### src/rtl/envase_pkg.sv
// Shared definitions for the wine bottling station sequencer.
//   - estado_e      : sequencer state type with its fixed 3-bit display encoding
//   - *Def          : default timeout, cap length, box size and batch size
//   - contagem_t    : 4-bit type for the bottle and box counts
//   - TmrWidth      : width of the shared fill/cap down-counter
package envase_pkg;

  typedef enum logic [2:0] {
    StIdle    = 3'd0,
    StEsteira = 3'd1,
    StEnche   = 3'd2,
    StVeda    = 3'd3,
    StConta   = 3'd4,
    StCaixa   = 3'd5,
    StLote    = 3'd6,
    StFalha   = 3'd7
  } estado_e;

  localparam int unsigned FillTimeoutDef   = 50;
  localparam int unsigned CapCyclesDef     = 4;
  localparam int unsigned BottlesPerBoxDef = 12;
  localparam int unsigned BoxesPerBatchDef = 10;

  localparam int unsigned TmrWidth = 8;

  typedef logic [3:0] contagem_t;

endpackage

### src/rtl/temporizador_envase.sv
// Loadable down-counter with clear and a done flag. Shared by the fill
// timeout and the capper hold time.
//   clk_i      : clock, rising edge
//   rst_i      : synchronous active-high reset
//   clear_i    : force count to zero (highest priority after reset)
//   load_i     : load load_val_i
//   load_val_i : value to load
//   en_i       : decrement while nonzero
//   done_o     : count is zero
module temporizador_envase #(
  parameter int unsigned Width = 8
) (
  input  logic             clk_i,
  input  logic             rst_i,
  input  logic             clear_i,
  input  logic             load_i,
  input  logic [Width-1:0] load_val_i,
  input  logic             en_i,
  output logic             done_o
);

  logic [Width-1:0] count_d, count_q;

  always_comb begin
    count_d = count_q;
    if (clear_i) begin
      count_d = '0;
    end else if (load_i) begin
      count_d = load_val_i;
    end else if (en_i && (count_q != '0)) begin
      count_d = count_q - 1'b1;
    end
  end

  always_ff @(posedge clk_i) begin
    if (rst_i) begin
      count_q <= '0;
    end else begin
      count_q <= count_d;
    end
  end

  assign done_o = (count_q == '0);

endmodule

### src/rtl/controle_envase.sv
// Sequencer for one wine bottling station: advance conveyor, fill until the
// level sensor trips, cap, count bottles into boxes and boxes into a batch.
// All outputs are registered; ESTADO is the state register itself.
//
// Ports:
//   CLOCK, RESET (sync, active-high)
//   START, STOP, SENSOR_GARRAFA, SENSOR_NIVEL, ACK_LOTE : inputs
//   MOTOR, VALVULA, VEDADOR        : actuators (mutually exclusive)
//   PULSO_DUZIA                    : one-cycle pulse per completed box
//   LOTE_CHEIO, ALARME             : batch full / fill fault flags
//   GARRAFAS, DUZIAS, ESTADO       : counts and state for the display
//   REJEITA, REJEITADOS            : only with DESCARTE_EN
//
// Build option DESCARTE_EN: a fill timeout rejects the bottle (one-cycle
// FALHA, REJEITA pulse, saturating REJEITADOS count) instead of waiting
// for ACK_LOTE.
module controle_envase
  import envase_pkg::*;
#(
  parameter int unsigned FILL_TIMEOUT    = FillTimeoutDef,
  parameter int unsigned CAP_CYCLES      = CapCyclesDef,
  parameter int unsigned BOTTLES_PER_BOX = BottlesPerBoxDef,
  parameter int unsigned BOXES_PER_BATCH = BoxesPerBatchDef
) (
  input  logic       CLOCK,
  input  logic       RESET,
  input  logic       START,
  input  logic       STOP,
  input  logic       SENSOR_GARRAFA,
  input  logic       SENSOR_NIVEL,
  input  logic       ACK_LOTE,
  output logic       MOTOR,
  output logic       VALVULA,
  output logic       VEDADOR,
  output logic       PULSO_DUZIA,
  output logic       LOTE_CHEIO,
  output logic       ALARME,
  output logic [3:0] GARRAFAS,
  output logic [3:0] DUZIAS,
  output logic [2:0] ESTADO
`ifdef DESCARTE_EN
  ,
  output logic       REJEITA,
  output logic [7:0] REJEITADOS
`endif
);

  localparam contagem_t LastBottle = contagem_t'(BOTTLES_PER_BOX - 1);
  localparam contagem_t BatchBoxes = contagem_t'(BOXES_PER_BATCH);
  localparam logic [TmrWidth-1:0] FillLoad = TmrWidth'(FILL_TIMEOUT - 1);
  localparam logic [TmrWidth-1:0] CapLoad  = TmrWidth'(CAP_CYCLES - 1);

  estado_e   state_d, state_q;
  contagem_t garrafas_d, garrafas_q;
  contagem_t duzias_d, duzias_q;
  logic      motor_d, motor_q;
  logic      valvula_d, valvula_q;
  logic      vedador_d, vedador_q;
  logic      pulso_d, pulso_q;
  logic      lote_d, lote_q;
  logic      alarme_d, alarme_q;

  logic                tmr_clear, tmr_load, tmr_done;
  logic [TmrWidth-1:0] tmr_val;

`ifdef DESCARTE_EN
  logic       rejeita_d, rejeita_q;
  logic [7:0] rejeitados_d, rejeitados_q;
`endif

  temporizador_envase #(
    .Width(TmrWidth)
  ) u_tmr (
    .clk_i      (CLOCK),
    .rst_i      (RESET),
    .clear_i    (tmr_clear),
    .load_i     (tmr_load),
    .load_val_i (tmr_val),
    .en_i       (1'b1),
    .done_o     (tmr_done)
  );

  // Next-state and counter logic.
  always_comb begin
    state_d    = state_q;
    garrafas_d = garrafas_q;
    duzias_d   = duzias_q;
    unique case (state_q)
      StIdle: begin
        if (START && !STOP) state_d = StEsteira;
      end
      StEsteira: begin
        // STOP wins over an arriving bottle: no new bottle is started.
        if (STOP) begin
          state_d = StIdle;
        end else if (SENSOR_GARRAFA) begin
          state_d = StEnche;
        end
      end
      StEnche: begin
        // Level sensor has priority over a timeout in the same cycle.
        if (SENSOR_NIVEL) begin
          state_d = StVeda;
        end else if (tmr_done) begin
          state_d = StFalha;
        end
      end
      StVeda: begin
        if (tmr_done) state_d = StConta;
      end
      StConta: begin
        if (garrafas_q == LastBottle) begin
          garrafas_d = '0;
          duzias_d   = duzias_q + 4'd1;
          state_d    = StCaixa;
        end else begin
          garrafas_d = garrafas_q + 4'd1;
          state_d    = STOP ? StIdle : StEsteira;
        end
      end
      StCaixa: begin
        // DUZIAS already holds the incremented count here.
        if (duzias_q == BatchBoxes) begin
          state_d = StLote;
        end else begin
          state_d = STOP ? StIdle : StEsteira;
        end
      end
      StLote: begin
        if (ACK_LOTE) begin
          duzias_d   = '0;
          garrafas_d = '0;
          state_d    = StIdle;
        end
      end
      StFalha: begin
`ifdef DESCARTE_EN
        state_d = StEsteira;
`else
        if (ACK_LOTE) state_d = StEsteira;
`endif
      end
      default: state_d = StIdle;
    endcase
  end

  // Timer: reload on entry to ENCHE/VEDA, held at zero everywhere else.
  always_comb begin
    tmr_load  = 1'b0;
    tmr_val   = '0;
    tmr_clear = (state_d != StEnche) && (state_d != StVeda);
    if ((state_d == StEnche) && (state_q != StEnche)) begin
      tmr_load = 1'b1;
      tmr_val  = FillLoad;
    end else if ((state_d == StVeda) && (state_q != StVeda)) begin
      tmr_load = 1'b1;
      tmr_val  = CapLoad;
    end
  end

  // Outputs are a registered decode of the next state.
  always_comb begin
    motor_d   = (state_d == StEsteira);
    valvula_d = (state_d == StEnche);
    vedador_d = (state_d == StVeda);
    pulso_d   = (state_d == StCaixa);
    lote_d    = (state_d == StLote);
    alarme_d  = (state_d == StFalha);
  end

`ifdef DESCARTE_EN
  always_comb begin
    rejeita_d    = (state_d == StFalha);
    rejeitados_d = rejeitados_q;
    if ((state_d == StFalha) && (state_q != StFalha) && (rejeitados_q != 8'hFF)) begin
      rejeitados_d = rejeitados_q + 8'd1;
    end
  end
`endif

  always_ff @(posedge CLOCK) begin
    if (RESET) begin
      state_q    <= StIdle;
      garrafas_q <= '0;
      duzias_q   <= '0;
      motor_q    <= 1'b0;
      valvula_q  <= 1'b0;
      vedador_q  <= 1'b0;
      pulso_q    <= 1'b0;
      lote_q     <= 1'b0;
      alarme_q   <= 1'b0;
`ifdef DESCARTE_EN
      rejeita_q    <= 1'b0;
      rejeitados_q <= '0;
`endif
    end else begin
      state_q    <= state_d;
      garrafas_q <= garrafas_d;
      duzias_q   <= duzias_d;
      motor_q    <= motor_d;
      valvula_q  <= valvula_d;
      vedador_q  <= vedador_d;
      pulso_q    <= pulso_d;
      lote_q     <= lote_d;
      alarme_q   <= alarme_d;
`ifdef DESCARTE_EN
      rejeita_q    <= rejeita_d;
      rejeitados_q <= rejeitados_d;
`endif
    end
  end

  assign MOTOR       = motor_q;
  assign VALVULA     = valvula_q;
  assign VEDADOR     = vedador_q;
  assign PULSO_DUZIA = pulso_q;
  assign LOTE_CHEIO  = lote_q;
  assign ALARME      = alarme_q;
  assign GARRAFAS    = garrafas_q;
  assign DUZIAS      = duzias_q;
  assign ESTADO      = state_q;
`ifdef DESCARTE_EN
  assign REJEITA     = rejeita_q;
  assign REJEITADOS  = rejeitados_q;
`endif

endmodule

### config.mk
export PLATFORM = sky130hd
export DESIGN_NAME = controle_envase
export DESIGN_NICKNAME = d
export VERILOG_FILES = /design/src/rtl/envase_pkg.sv /design/src/rtl/temporizador_envase.sv /design/src/rtl/controle_envase.sv
export SDC_FILE = /design/constraint.sdc
export NUM_CORES = 1
export LEC_CHECK = 0
export BUFFER_PORTS_ARGS = -buffer_cell sky130_fd_sc_hd__buf_2
export CAP_MARGIN = 25
export CORE_AREA = 2 2 54 56
export DETAILED_ROUTE_END_ITERATION = 8
export DIE_AREA = 0 0 56 58
export GPL_TIMING_DRIVEN = 0
export PLACE_DENSITY = 0.75
export SYNTH_ARGS = -nofsm -noshare
export SYNTH_HDL_FRONTEND = slang
export SYNTH_SLANG_ARGS = --single-unit
### constraint.sdc
create_clock -name CLOCK -period 2.7 [get_ports CLOCK]
set_input_delay 0.27 -clock CLOCK [delete_from_list [all_inputs] [get_ports CLOCK]]
set_output_delay 0.27 -clock CLOCK [all_outputs]
set_load 0.05 [all_outputs]
==> impl_metrics.ini <==
[critical_path]
rrSetupSlack_ns = 0.46
r2r_start = u_tmr.count_q[0]
crit_required_ns = 2.90
worstSetupStartpointType = flop
crit_path_end_kind = flop
crit_chain = inv_1 > ha_1 > nor3b_1 > a211oi_1 > o31ai_1 > buf_2 > a311oi_1
max_stage_delay_ns = 0.49
arrival_ns = 2.45
r2r_cells = 7
r2r_end = u_tmr.count_q[0]
crit_type = flop to flop
path_max_fanout = 10
slowest_stage = nor3b_1

[pwr]
power_frac_seq_pct = 61.2
switching_share_pct = 25.73
p_clk_share_pct = 27.4
p_per_area_mw_per_mm2 = 400.0
power.switching_uw = 157.8
combPwrFrac_pct = 11.3
internal-power_uw = 455.4
peakVddDrop_mv = 0.3265
p_leak_nw = 0.6546

[layout]
drive_gt1_share_pct = 20.56
antenna_cells = 0
areaGrowthSynthToFinish_pct = 12.90
final_nets = 193

[worst_hold_path]
hold_end = DUZIAS[1]
hold_path_class = input port to flop
hold_depth = 2
hp-start = RESET

[clock_network]
cts-root-buf = clkbuf_4
clk_pin_slew_ns = 0.13
postCtsResizedCells = 0
cts_tree = yes
clkSinkCount = 25
cts_buffers = 3
ctsHoldBuffers = 0
clock_path_buffers = 2
cts_max_level = 1
clock_latency_ns = 0.32
post_cts_buffers = 0

[timing]
hold_violations = 0
min_period_ns = 2.241
setup_tns_ns = 0
fmax_mhz = 446.2
drv_slew = 0
worst_slack_ns = 0.4588
hold_slack_ns = 0.2993
relSlewSlack_pct = 57.86
tightest_slew_ns = 0.6269
finalSetupViolations = 0
rsz0062_at_grt = false
fin_crit_sh_pct = 83.01
skew_ns = 0.003381

[flow_run]
drv_cap = 0

[global_route]
grt_overflow = 0
grt_pass1_vias = 1182
grt_pass1_wl_um = 5106
antenna_found_initial = 0
track_usage_pct = 19.52
grt_max_degree = 14

[synth]
yosysMostFrequentCell = dfxtp_1
yosysUniqueCellTypes = 44
yosysWarnings = 0
ys_seq_area_share_pct = 36.87
ys_ff_latch = 25
yosysTopAreaCell = dfxtp_1
netlist_area_mm2 = 0.001358
yosys-top-cells-area = dfxtp_1, ha_1, xor2_1
syn_nets = 166
synth_edf_count = 0
ys.flop_type = dfxtp_1
syn_inst = 154
syn_avg_cell_area_um2 = 8.815
synth_top_area_share_pct = 36.87
synthArstFlopShare_pct = 0
synth_commonest_cells = dfxtp_1, nor2_1, inv_1

[floorplan]
coreArea_mm2 = 0.002663
fp-row-count = 19
die_area_mm2 = 0.003248
initial_core_util_pct = 50.99
io-pin-count = 24
die_x_um = 56
die_y_um = 58

[routing]
drtPass1Iterations = 4
drc = 0
drt_wl_total_um = 3083
vias_per_cell = 5.986
first_iter_violations = 38
postRouteAntennaNets = 0
wl_per_cell_um = 14.61
vias = 1263

[outcome]
outcome = finished clean

[placed_design]
io_buffers = 22
post-dp-hpwl_um = 2293
dpl_worst_slack_ns = 0.5456
gp_congestion = 0.8519
## cells in the final DEF (no fill, tap or decap), types with 5 or more instances in the layout
master	n
a211oi_1	5
nor4_1	5
buf_2	26
nand3_1	6
ha_1	5
nor3b_1	5
dfxtp_1	25
nor2_1	13
nand2_1	8
o21ai_0	7
xor2_1	6
inv_1	9
## kinds of logic after synthesis
group	after synthesis	share of synthesized area, %
buf+inv	17	5.069
simple gates	68	30.23
mux	1	0.8294
compound gates	31	17.88
xor+xnor	7	4.516
fa+ha+maj	5	4.608
flops	25	36.87
## critical path: cells and delay by family (launching register included)
| family | cells | cell delay, ns |
|---|---|---|
| flip-flops | 1 | 0.37 |
| AO/OA/AOI/OAI | 3 | 0.66 |
| buffers and inverters | 2 | 0.39 |
| adder cells (fa/ha/maj) | 1 | 0.21 |
| AND/OR/NAND/NOR | 1 | 0.49 |
## area by class of cell
class / instances / area [µm²]
Tap cell: 31 / 38.79
Sequential cell: 25 / 500.5
Buffer: 8 / 35.03
Timing Repair Buffer: 22 / 110.1
Inverter: 9 / 33.78
Fill cell: 236 / 1130
Multi-Input combinational cell: 112 / 788.3
Clock buffer: 4 / 26.28
## worst max path at each step
stage,from,to,cells after the start
6_report,u_tmr.count_q[0],u_tmr.count_q[0],7
5_1_grt,u_tmr.count_q[1],u_tmr.count_q[0],7
4_1_cts,u_tmr.count_q[0],u_tmr.count_q[0],7
3_5_place_dp,u_tmr.count_q[0],u_tmr.count_q[0],7
3_3_place_gp,u_tmr.count_q[0],u_tmr.count_q[0],7
2_1_floorplan,ESTADO[0],LOTE_CHEIO,5
## per-layer routing
metal | vias up | wire length [µm] | global-route usage [%]
met4 | 0 | 58 | 9.184
met2 | 41 | 1446 | 32.77
li1 | 618 | - | -
met3 | 7 | 154 | 3.348
met5 | - | 0 | 0
met1 | 597 | 1424 | 24.58
## sequential cells by signal, summed over array words and instances (netlist names)
signal	flops
ESTADO	3
LOTE_CHEIO	1
VEDADOR	1
u_tmr.count_q	8
VALVULA	1
PULSO_DUZIA	1
MOTOR	1
ALARME	1
GARRAFAS	4
DUZIAS	4
## power groups by stage
stage,registers (mW),logic (mW),clock network [mW]
after floorplan,0.395,0.0394,0
after global placement,0.383,0.0678,0
after detailed placement,0.384,0.0688,0
final,0.375,0.0695,0.168
after CTS,0.375,0.0692,0.175
after global routing,0.376,0.0749,0.187
## through the flow
step	cells	total power, mW	cell area (µm²)	utilization, %
2_1_floorplan	154	0.4348	1358	-
3_3_place_gp	207	0.4512	1506	56.58
3_5_place_dp	207	0.4523	1506	56.58
4_1_cts	211	0.6197	1533	57.57
5_1_grt	211	0.6379	1533	57.57
6_report	211	0.6131	1533	57.57
No activity file was read; power rests on OpenSTA's default activity.
